===== config.mk =====
export PLATFORM = sky130hd
export DESIGN_NAME = fetch_stage_flat
export DESIGN_NICKNAME = d
export VERILOG_FILES = /design/src/rtl/riscv_pkg.sv /design/src/rtl/fetch_stage_if.sv /design/src/rtl/fetch_stage_if_id_reg.sv /design/src/rtl/fetch_stage.sv /design/src/flat_wrapper.sv
export SDC_FILE = /design/constraint.sdc
export NUM_CORES = 1
export LEC_CHECK = 0
export ABC_AREA = 0
export BUFFER_PORTS_ARGS = -buffer_cell sky130_fd_sc_hd__buf_2
export CORE_MARGIN = 2
export CORE_UTILIZATION = 45
export CTS_CLUSTER_SIZE = 12
export DETAILED_ROUTE_END_ITERATION = 10
export PLACE_DENSITY = 0.75
export SLEW_MARGIN = 0
export SYNTH_ARGS = -nofsm -noshare
export SYNTH_HDL_FRONTEND = slang
export SYNTH_SLANG_ARGS = --single-unit

===== constraint.sdc =====
create_clock -name clk -period 2.7 [get_ports clk]
set_input_delay 0.27 -clock clk [delete_from_list [all_inputs] [get_ports clk]]
set_output_delay 0.27 -clock clk [all_outputs]
set_load 0.005 [all_outputs]

===== src/rtl/riscv_pkg.sv =====
// Shared RV32I pipeline definitions used by the fetch stage and its IF/ID register.
package riscv_pkg;

  localparam int XLEN = 32;
  localparam logic [31:0] NOP_INSTR = 32'h0000_0013;

  typedef enum logic [1:0] {
    FETCH   = 2'd0,
    HOLD    = 2'd1,
    DISCARD = 2'd2
  } fetch_state_e;

endpackage


===== src/rtl/fetch_stage_if.sv =====
// Instruction-memory request/acknowledge bus between the fetch stage and instruction memory.
interface fetch_stage_if #(
  parameter int XLEN = riscv_pkg::XLEN
);

  logic            imem_req;
  logic [XLEN-1:0] imem_addr;
  logic            imem_ack;
  logic [31:0]     imem_rdata;

  modport master (
    output imem_req,
    output imem_addr,
    input  imem_ack,
    input  imem_rdata
  );

  modport slave (
    input  imem_req,
    input  imem_addr,
    output imem_ack,
    output imem_rdata
  );

endinterface


===== src/rtl/fetch_stage_if_id_reg.sv =====
// IF/ID pipeline register: flush and reset load a bubble, stall holds, otherwise loads an instruction or a bubble.
module if_id_reg #(
  parameter int XLEN = riscv_pkg::XLEN
) (
  input  logic            clk,
  input  logic            rst,
  input  logic            stall,
  input  logic            flush,
  input  logic            load_valid,
  input  logic [31:0]     instr_in,
  input  logic [XLEN-1:0] pc_in,
  output logic [31:0]     instr,
  output logic [XLEN-1:0] pc,
  output logic [XLEN-1:0] pc_plus4,
  output logic            valid
);
  import riscv_pkg::*;

  logic [31:0]     instr_reg;
  logic [XLEN-1:0] pc_reg;
  logic [XLEN-1:0] pc_plus4_reg;
  logic            valid_reg;

  always_ff @(posedge clk) begin
    if (rst || flush) begin
      instr_reg    <= NOP_INSTR;
      pc_reg       <= '0;
      pc_plus4_reg <= '0;
      valid_reg    <= 1'b0;
    end else if (!stall) begin
      if (load_valid) begin
        instr_reg    <= instr_in;
        pc_reg       <= pc_in;
        pc_plus4_reg <= pc_in + XLEN'(4);
        valid_reg    <= 1'b1;
      end else begin
        instr_reg    <= NOP_INSTR;
        pc_reg       <= '0;
        pc_plus4_reg <= '0;
        valid_reg    <= 1'b0;
      end
    end
  end

  assign instr    = instr_reg;
  assign pc       = pc_reg;
  assign pc_plus4 = pc_plus4_reg;
  assign valid    = valid_reg;

endmodule


===== src/rtl/fetch_stage.sv =====
// RV32I instruction-fetch stage: PC register, variable-latency imem handshake FSM, hold buffer and IF/ID register.
module fetch_stage #(
  parameter int              XLEN     = riscv_pkg::XLEN,
  parameter logic [XLEN-1:0] RESET_PC = '0
) (
  input  logic              clk,
  input  logic              rst,
  input  logic              StallF,
  input  logic              StallD,
  input  logic              FlushD,
  input  logic              PCSrcE,
  input  logic [XLEN-1:0]   PCTargetE,
  fetch_stage_if.master     imem,
  output logic [31:0]       InstrD,
  output logic [XLEN-1:0]   PCD,
  output logic [XLEN-1:0]   PCPlus4D,
  output logic              ValidD
);
  import riscv_pkg::*;

  fetch_state_e    state_reg, state_next;
  logic [XLEN-1:0] pc_reg, pc_next;
  logic [31:0]     hold_instr_reg;
  logic            armed_reg;
  logic            req, fire, capture;
  logic            load_valid;
  logic [31:0]     load_instr;

  // armed_reg keeps req low for one cycle after reset so a straggling ack is ignored
  assign req     = (state_reg == FETCH) && armed_reg && !rst;
  assign fire    = req && imem.imem_ack;
  assign capture = fire && !PCSrcE && StallF;

  assign imem.imem_req  = req;
  assign imem.imem_addr = pc_reg;

  always_ff @(posedge clk) begin
    if (rst) begin
      state_reg      <= FETCH;
      pc_reg         <= RESET_PC;
      hold_instr_reg <= NOP_INSTR;
      armed_reg      <= 1'b0;
    end else begin
      state_reg <= state_next;
      pc_reg    <= pc_next;
      armed_reg <= 1'b1;
      if (capture) begin
        hold_instr_reg <= imem.imem_rdata;
      end
    end
  end

  always_comb begin
    state_next = state_reg;
    pc_next    = pc_reg;
    unique case (state_reg)
      FETCH: begin
        if (fire) begin
          if (!PCSrcE && StallF) state_next = HOLD;
          if (!PCSrcE && !StallF) pc_next = pc_reg + XLEN'(4);
        end else if (req && PCSrcE) begin
          state_next = DISCARD;
        end
      end
      HOLD: begin
        if (PCSrcE || !StallD) state_next = FETCH;
        if (!PCSrcE && !StallD) pc_next = pc_reg + XLEN'(4);
      end
      DISCARD: begin
        if (imem.imem_ack) state_next = FETCH;
      end
      default: state_next = FETCH;
    endcase
    // A redirect always wins, including over a stall or a pending discard
    if (PCSrcE) pc_next = PCTargetE;
  end

  always_comb begin
    load_valid = 1'b0;
    load_instr = NOP_INSTR;
    if (!PCSrcE) begin
      if (fire) begin
        load_valid = 1'b1;
        load_instr = imem.imem_rdata;
      end else if (state_reg == HOLD) begin
        load_valid = 1'b1;
        load_instr = hold_instr_reg;
      end
    end
  end

  if_id_reg #(.XLEN(XLEN)) u_if_id (
    .clk       (clk),
    .rst       (rst),
    .stall     (StallD),
    .flush     (FlushD),
    .load_valid(load_valid),
    .instr_in  (load_instr),
    .pc_in     (pc_reg),
    .instr     (InstrD),
    .pc        (PCD),
    .pc_plus4  (PCPlus4D),
    .valid     (ValidD)
  );

endmodule


===== src/flat_wrapper.sv =====
// flat-port wrapper written by rule: the top's interface ports become plain ports
module fetch_stage_flat import riscv_pkg::*;
#(
  parameter int              XLEN     = riscv_pkg::XLEN,
  parameter logic [XLEN-1:0] RESET_PC = '0
)
  (clk, rst, StallF, StallD, FlushD, PCSrcE, PCTargetE, InstrD, PCD, PCPlus4D, ValidD, imem_imem_req, imem_imem_addr, imem_imem_ack, imem_imem_rdata);
  fetch_stage_if #(.XLEN(XLEN)) imem_i ();
  input  logic clk;
  input  logic rst;
  input  logic StallF;
  input  logic StallD;
  input  logic FlushD;
  input  logic PCSrcE;
  input  logic [XLEN-1:0] PCTargetE;
  output logic [31:0] InstrD;
  output logic [XLEN-1:0] PCD;
  output logic [XLEN-1:0] PCPlus4D;
  output logic ValidD;
  output wire logic [$bits(imem_i.imem_req)-1:0] imem_imem_req;
  output wire logic [$bits(imem_i.imem_addr)-1:0] imem_imem_addr;
  input wire logic [$bits(imem_i.imem_ack)-1:0] imem_imem_ack;
  input wire logic [$bits(imem_i.imem_rdata)-1:0] imem_imem_rdata;
  assign imem_imem_req = imem_i.imem_req;
  assign imem_imem_addr = imem_i.imem_addr;
  assign imem_i.imem_ack = imem_imem_ack;
  assign imem_i.imem_rdata = imem_imem_rdata;
  fetch_stage #(.XLEN(XLEN), .RESET_PC(RESET_PC)) u_core (.clk(clk), .rst(rst), .StallF(StallF), .StallD(StallD), .FlushD(FlushD), .PCSrcE(PCSrcE), .PCTargetE(PCTargetE), .imem(imem_i), .InstrD(InstrD), .PCD(PCD), .PCPlus4D(PCPlus4D), .ValidD(ValidD));
endmodule

==> results of run 1 <==
[worst paths after layout]
check	start	endpoint	depth (start not counted)	slack, ns
min reg2reg	u_core.hold_instr_reg[13]$_SDFFE_PP0P_	u_core.hold_instr_reg[13]$_SDFFE_PP0P_	2	0.45
max	u_core.imem.imem_addr[5]$_SDFFE_PP0P_	u_core.imem.imem_addr[31]$_SDFFE_PP0P_	5	0.35
min	PCTargetE[25]	u_core.imem.imem_addr[25]$_SDFFE_PP0P_	3	0.06
max reg2reg	u_core.imem.imem_addr[5]$_SDFFE_PP0P_	u_core.imem.imem_addr[31]$_SDFFE_PP0P_	5	0.35
[through the flow]
step                setup slack [ns]  cells
floorplan                     0.7268    807
global placement              0.4882   1147
detailed placement            0.3855   1147
CTS                           0.3657   1178
global route                  0.1760   1178
finish                        0.3498   1178
[Yosys cell counts (3+ instances only)]
| cell type | instances | area (sq um) |
|---|---|---|
| sky130_fd_sc_hd__nor2_1 | 100 | 375.4 |
| sky130_fd_sc_hd__clkbuf_1 | 53 | 198.9 |
| sky130_fd_sc_hd__a311oi_1 | 5 | 43.79 |
| sky130_fd_sc_hd__dfxtp_1 | 162 | 3243 |
| sky130_fd_sc_hd__nand4_1 | 13 | 81.33 |
| sky130_fd_sc_hd__nand2_1 | 120 | 450.4 |
| sky130_fd_sc_hd__buf_2 | 12 | 60.06 |
| sky130_fd_sc_hd__or3_1 | 6 | 37.54 |
| sky130_fd_sc_hd__xnor2_1 | 19 | 166.4 |
| sky130_fd_sc_hd__inv_1 | 9 | 33.78 |
| sky130_fd_sc_hd__xor2_1 | 31 | 271.5 |
| sky130_fd_sc_hd__a22oi_1 | 70 | 525.5 |
| sky130_fd_sc_hd__nor4_2 | 4 | 50.05 |
| sky130_fd_sc_hd__o22ai_1 | 3 | 18.77 |
| sky130_fd_sc_hd__a21oi_1 | 40 | 200.2 |
| sky130_fd_sc_hd__a31oi_1 | 3 | 18.77 |
| sky130_fd_sc_hd__and3_1 | 6 | 37.54 |
| sky130_fd_sc_hd__a211oi_1 | 9 | 67.56 |
| sky130_fd_sc_hd__nor4_1 | 5 | 31.28 |
| sky130_fd_sc_hd__o21ai_0 | 36 | 180.2 |
| sky130_fd_sc_hd__and2_1 | 6 | 37.54 |
| sky130_fd_sc_hd__a22o_1 | 32 | 280.3 |
| sky130_fd_sc_hd__nand3_1 | 25 | 125.1 |
| sky130_fd_sc_hd__o21ai_1 | 3 | 15.01 |
| sky130_fd_sc_hd__nor3_1 | 7 | 35.03 |
[cell families (layout without fill, tap and decap cells)]
group | after synthesis | after routing
simple gates | 304 | 304
compound gates | 208 | 208
mux | 2 | 2
flops | 162 | 162
fa+ha+maj | 1 | 1
xor+xnor | 50 | 50
buf+inv | 80 | 263
[cell type report]
type	count	area [sq um]
Multi-Input combinational cell	565	3272
Clock buffer	23	488.0
Sequential cell	162	3243
Fill cell	1355	6462
Clock inverter	8	125.1
Tap cell	188	235.2
Timing Repair Buffer	223	1174
Inverter	9	33.78
[worst max-delay path: stages, from the launching register on]
cell	delay (ns)
sky130_fd_sc_hd__dfxtp_1	0.52
sky130_fd_sc_hd__nand4_2	0.26
sky130_fd_sc_hd__or3_1	0.71
sky130_fd_sc_hd__nor4_2	0.48
sky130_fd_sc_hd__a21o_1	0.17
sky130_fd_sc_hd__a31oi_1	0.07
[power groups by stage]
stage	logic (mW)	clock network [mW]	registers, mW
6_report	0.376	2.50	2.51
5_1_grt	0.414	2.63	2.52
4_1_cts	0.377	2.53	2.51
3_5_place_dp	0.375	0	2.56
3_3_place_gp	0.371	0	2.56
2_1_floorplan	0.225	0	2.53
[metal layers]
metal	track usage [%]	vias up
met5	0	-
met2	40.33	248
met3	6.868	41
li1	-	3158
met4	10.99	0
met1	29.48	3126
==> flow_metrics.tcl, run 1 <==
set metrics [dict create \
    run_status "finished, final reports clean" \
    synth_fa_ha_area_share_pct 0.1829 \
    boundaryPins 201 \
    placed_area_sq_mm 0.007958 \
    first_pass_iteration_count_of_the_detailed_router 6 \
    p_sw_share_pct 23.17 \
    post-cts-setup-buffers 0 \
    stdcell_area_sq_mm 0.008571 \
    fp.dieH_microns 127.3 \
    tritoncts "yes" \
    timing.critical_path.arrival_ns 2.63 \
    simple_logic_cell_fraction_of_the_synthesized_area_pct 20.12 \
    worst-slew-pin-transition_ns 0.8517 \
    finalSetupViolations 0 \
    cp_data_required_time_ns 2.98 \
    fmaxAchievable_ghz 0.4255 \
    worst_hold_path_type "input pin to flip-flop" \
    hold_slack_ns 0.05832 \
    rows 45 \
    cts_max_path_buffers 2 \
    netlist_instances 807 \
    fin_util_pct 57.01 \
    die-area_sq_mm 0.01621 \
    power.total_mw 5.387 \
    worstSetupEndpointType "flip-flop" \
    timing_hold_violations_final 0 \
    port_buffers 200 \
    total_routing_usage_reported_by_global_routing_pct 24.35 \
    postSynth.topFlopCell "sky130_fd_sc_hd__dfxtp_1" \
    floorplan.core_area_sq_mm 0.01503 \
    most-common-layout-cells "sky130_fd_sc_hd__buf_2 (200), sky130_fd_sc_hd__dfxtp_1 (162), sky130_fd_sc_hd__nand2_1 (120)" \
    synth.distinct_cells 45 \
    wl_met1_mm 8.348 \
    post-route-drc-count 0 \
    final_nets 1050 \
    route.detailed.wl_per_inst_microns 16.72 \
    grt_pass1_vias 6191 \
    hpwlAfterDp_mm 13.24 \
    skew_ns 0.01093 \
    drive_gt1_share_pct 26.97 \
    antenna_left 0 \
    cts_inserted_buffers 17 \
    synth_enable_flop_cells 0 \
    setup_total_negative_slack_ns 0 \
    vdd_ir_drop_max_mv 0.4214 \
    areaGrowthSynthToFinish_pct 25.27 \
    met2RoutedLength_mm 9.500 \
    clock-root-buffer "sky130_fd_sc_hd__clkbuf_16" \
    timing.setup.critical_path_class "flip-flop to flip-flop" \
    sequential_share_of_power_pct 46.6 \
    route.detailed.vias_per_inst 5.580 \
    synthXorXnorAreaFrac_pct 6.401 \
    postCtsResizedCells 0 \
    maxUsedRoutingLayer "met4" \
    n_antenna_cell 0 \
    routed-via-count 6573 \
    compound_cell_area_share_of_the_yosys_netlist_pct 20.67 \
    gp_congestion 0.8277 \
    power_density_normalized_to_cell_area_mw_per_mm2 628.6 \
    post_synth.cell_area_avg_sq_um 8.478 \
    timing.critical_path.fanout_max 14 \
    cts_hold_buf 0 \
    power_report.internal_total_mw 4.139 \
    grt_first_pass_wirelength_mm 31.34 \
    p_sw_mw 1.248 \
    grt_antenna_before_repair 0 \
    post-route-min-period_ns 2.350 \
    post-route-period-util_pct 87.04 \
    ys_warn_count 0 \
    post_synth_mux_area_share_pct 0.2926 \
    most_common_cell_after_layout_fill_and_taps_aside "sky130_fd_sc_hd__buf_2" \
    drv_cap 0 \
    postSynth.asyncResetShare_pct 0 \
    clkTransAtPathRegs_ns 0.06 \
    grt-ovfl-total 0 \
    tritoncts_num_sinks 162 \
    relSlewSlack_pct 43.22 \
    routed_wl_mm 19.69 \
    unrepaired_setup_endpoints_after_global_routing "no" \
    die_width_microns 127.3 \
    drtIter0Drc 433 \
    clock_power_share_pct 46.4 \
    maximum_number_of_pins_on_one_net_before_global_route_repair 48 \
    pwr-share-comb_pct 7.0 \
    clock_latency_ns 0.43 \
    initial_utilization_pct 45.51 \
    leakage_nw 3.521 \
    timing.critical_path.from_type "flip-flop" \
    syn_area_sq_mm 0.006842 \
    synth_seq_cells 162 \
    final_report_max_slew_violation_count 0 \
    postSynthNetCount 879 \
    share_of_the_yosys_chip_area_belonging_to_registers_pct 47.40 \
    main_combinational_cell_family_by_area_after_synthesis "compound AO/OA/AOI/OAI gates" \
    met3_wirelength_mm 1.276 \
    htreeDepth 4 \
]
No activity file was read; power rests on OpenSTA's default activity.
==> run 2, diff against run 1 <==
Settings changed: PLACE_DENSITY 0.75 to default, PLACE_DENSITY_LB_ADDON from default to 0.1, SLEW_MARGIN 0 to default.
==> run 2 against run 1 <==
  * Routed wire length rose by 0.18%
  * Die area is the same
  * First-iteration DRC count shrank 12%
  * Via count shrank 3.5%
  * Fmax fell by 7.9%
  * Worst hold slack lost 0.011 ns
  * Worst setup slack worse by 0.20 ns
  * Cell area is 0.23% lower
  * Utilization decreased by 0.13 points
  * Sequential share of layout area grew 0.089 points
  * Sequential cell count is the same
  * Highest routed layer unchanged
==> flow_metrics.tcl, run 2 (synthesis gave the netlist of run 1 again) <==
set metrics [dict create \
    areaGrowthSynthToFinish_pct 24.98 \
    cp_data_required_time_ns 3.04 \
    placed_area_sq_mm 0.007955 \
    clock-root-buffer "sky130_fd_sc_hd__clkbuf_16" \
    vdd_ir_drop_max_mv 0.4260 \
    route.detailed.vias_per_inst 5.389 \
    most_common_cell_after_layout_fill_and_taps_aside "sky130_fd_sc_hd__buf_2" \
    skew_ns 0.01261 \
    worst_hold_startpoint "PCTargetE[30]" \
    tritoncts "yes" \
    hpwlAfterDp_mm 12.84 \
    first_pass_iteration_count_of_the_detailed_router 4 \
    regToRegStartpoint "u_core.state_reg[1]$_SDFFE_PP0P_" \
    routed-via-count 6343 \
    post-route-period-util_pct 94.54 \
    floorplan.core_area_sq_mm 0.01503 \
    r2r_end "u_core.imem.imem_addr[18]$_SDFFE_PP0P_" \
    antenna_left 0 \
    timing.critical_path.arrival_ns 2.89 \
    port_buffers 200 \
    run_status "finished, final reports clean" \
    post-cts-setup-buffers 0 \
    setup_total_negative_slack_ns 0 \
    route.detailed.wl_per_inst_microns 16.76 \
    timing.setup.critical_path_class "flip-flop to flip-flop" \
    post-route-min-period_ns 2.553 \
    stdcell_area_sq_mm 0.008551 \
    leakage_nw 3.515 \
    fmaxAchievable_ghz 0.3918 \
    timing.critical_path.fanout_max 22 \
    initial_utilization_pct 45.51 \
    relSlewSlack_pct 28.71 \
    drv_cap 0 \
    fp.dieH_microns 127.3 \
    timing.critical_path.from_type "flip-flop" \
    most-common-layout-cells "sky130_fd_sc_hd__buf_2 (200), sky130_fd_sc_hd__dfxtp_1 (162), sky130_fd_sc_hd__nand2_1 (120)" \
    htreeDepth 4 \
    routed_wl_mm 19.73 \
    clock_latency_ns 0.43 \
    grt_pass1_vias 5847 \
    post-route-drc-count 0 \
    grt-ovfl-total 0 \
    worstSetupEndpointType "flip-flop" \
    timing.reg2reg.worst_path_depth 5 \
    die_width_microns 127.3 \
    power_density_normalized_to_cell_area_mw_per_mm2 622.4 \
    timing_hold_violations_final 0 \
    finalSetupViolations 0 \
    total_routing_usage_reported_by_global_routing_pct 24.19 \
    rrSetupSlack_ns 0.15 \
    cts_max_path_buffers 2 \
    gp_congestion 0.8257 \
    maximum_number_of_pins_on_one_net_before_global_route_repair 72 \
    grt_first_pass_wirelength_mm 30.99 \
    boundaryPins 201 \
    worst-slew-pin-transition_ns 1.069 \
    whs_endpoint "u_core.imem.imem_addr[30]$_SDFFE_PP0P_" \
    hold_slack_ns 0.04692 \
    hold-path-cell-count 3 \
    rows 45 \
    tritoncts_num_sinks 162 \
    grt_antenna_before_repair 0 \
    final_report_max_slew_violation_count 0 \
    final_nets 1048 \
    cts_hold_buf 0 \
    worst_hold_path_type "input pin to flip-flop" \
    cts_inserted_buffers 17 \
    die-area_sq_mm 0.01621 \
    unrepaired_setup_endpoints_after_global_routing "no" \
    postCtsResizedCells 0 \
    clkTransAtPathRegs_ns 0.06 \
    drive_gt1_share_pct 26.92 \
    drtIter0Drc 379 \
]
## run 2: worst max-delay path by stage
stage	to	slack, ns	startpoint
6_report	u_core.imem.imem_addr[18]$_SDFFE_PP0P_	0.15	u_core.state_reg[1]$_SDFFE_PP0P_
5_1_grt	u_core.imem.imem_addr[20]$_SDFFE_PP0P_	0.01	u_core.state_reg[1]$_SDFFE_PP0P_
4_1_cts	u_core.imem.imem_addr[18]$_SDFFE_PP0P_	0.19	u_core.state_reg[1]$_SDFFE_PP0P_
3_5_place_dp	u_core.imem.imem_addr[18]$_SDFFE_PP0P_	0.21	u_core.state_reg[1]$_SDFFE_PP0P_
3_3_place_gp	u_core.imem.imem_addr[18]$_SDFFE_PP0P_	0.20	u_core.state_reg[1]$_SDFFE_PP0P_
2_1_floorplan	u_core.hold_instr_reg[10]$_SDFFE_PP0P_	0.73	u_core.state_reg[1]$_SDFFE_PP0P_
## run 2: area by class of cell
cell class / instances / area (sq um)
fillers: 1471 / 6482
multi-input cells: 565 / 3272
repair buffers: 221 / 1171
well taps: 188 / 235.2
clock inverters: 11 / 136.4
diodes: 1 / 2.502
flip-flops and latches: 162 / 3243
inverters: 9 / 33.78
clock buffers: 20 / 456.7
## run 2: critical path, stage by stage (launching register included)
cell,delay [ns]
sky130_fd_sc_hd__dfxtp_1,0.38
sky130_fd_sc_hd__or4b_4,0.59
sky130_fd_sc_hd__o21ai_2,0.85
sky130_fd_sc_hd__nand4_1,0.21
sky130_fd_sc_hd__xor2_1,0.19
sky130_fd_sc_hd__a211oi_1,0.24
## run 2: metrics by stage
stage	total power [mW]	instances	worst slack (ns)	util (%)
3_3_place_gp	2.934	1145	0.1960	52.92
3_5_place_dp	2.934	1145	0.2058	52.92
6_report	5.322	1177	0.1474	56.88
5_1_grt	5.521	1176	0.01039	56.86
4_1_cts	5.362	1176	0.1875	56.86
2_1_floorplan	2.758	807	0.7268	-
## run 2: power by group
group          internal, mW  switching (mW)  total (mW)  leakage [nW]
registers              2.44          0.0765        2.51          1.31
logic                 0.151           0.221       0.371          1.91
clock network          1.49           0.950        2.44         0.295
total                  4.07            1.25        5.32          3.51
## run 2: layer usage
metal	vias to the layer above	part of all wire (%)	GRT usage, %
li1	3167	-	-
met1	2977	47	33.67
met2	180	45	36.68
met3	19	6.7	6.868
met4	0	1.2	7.111
met5	-	0	0
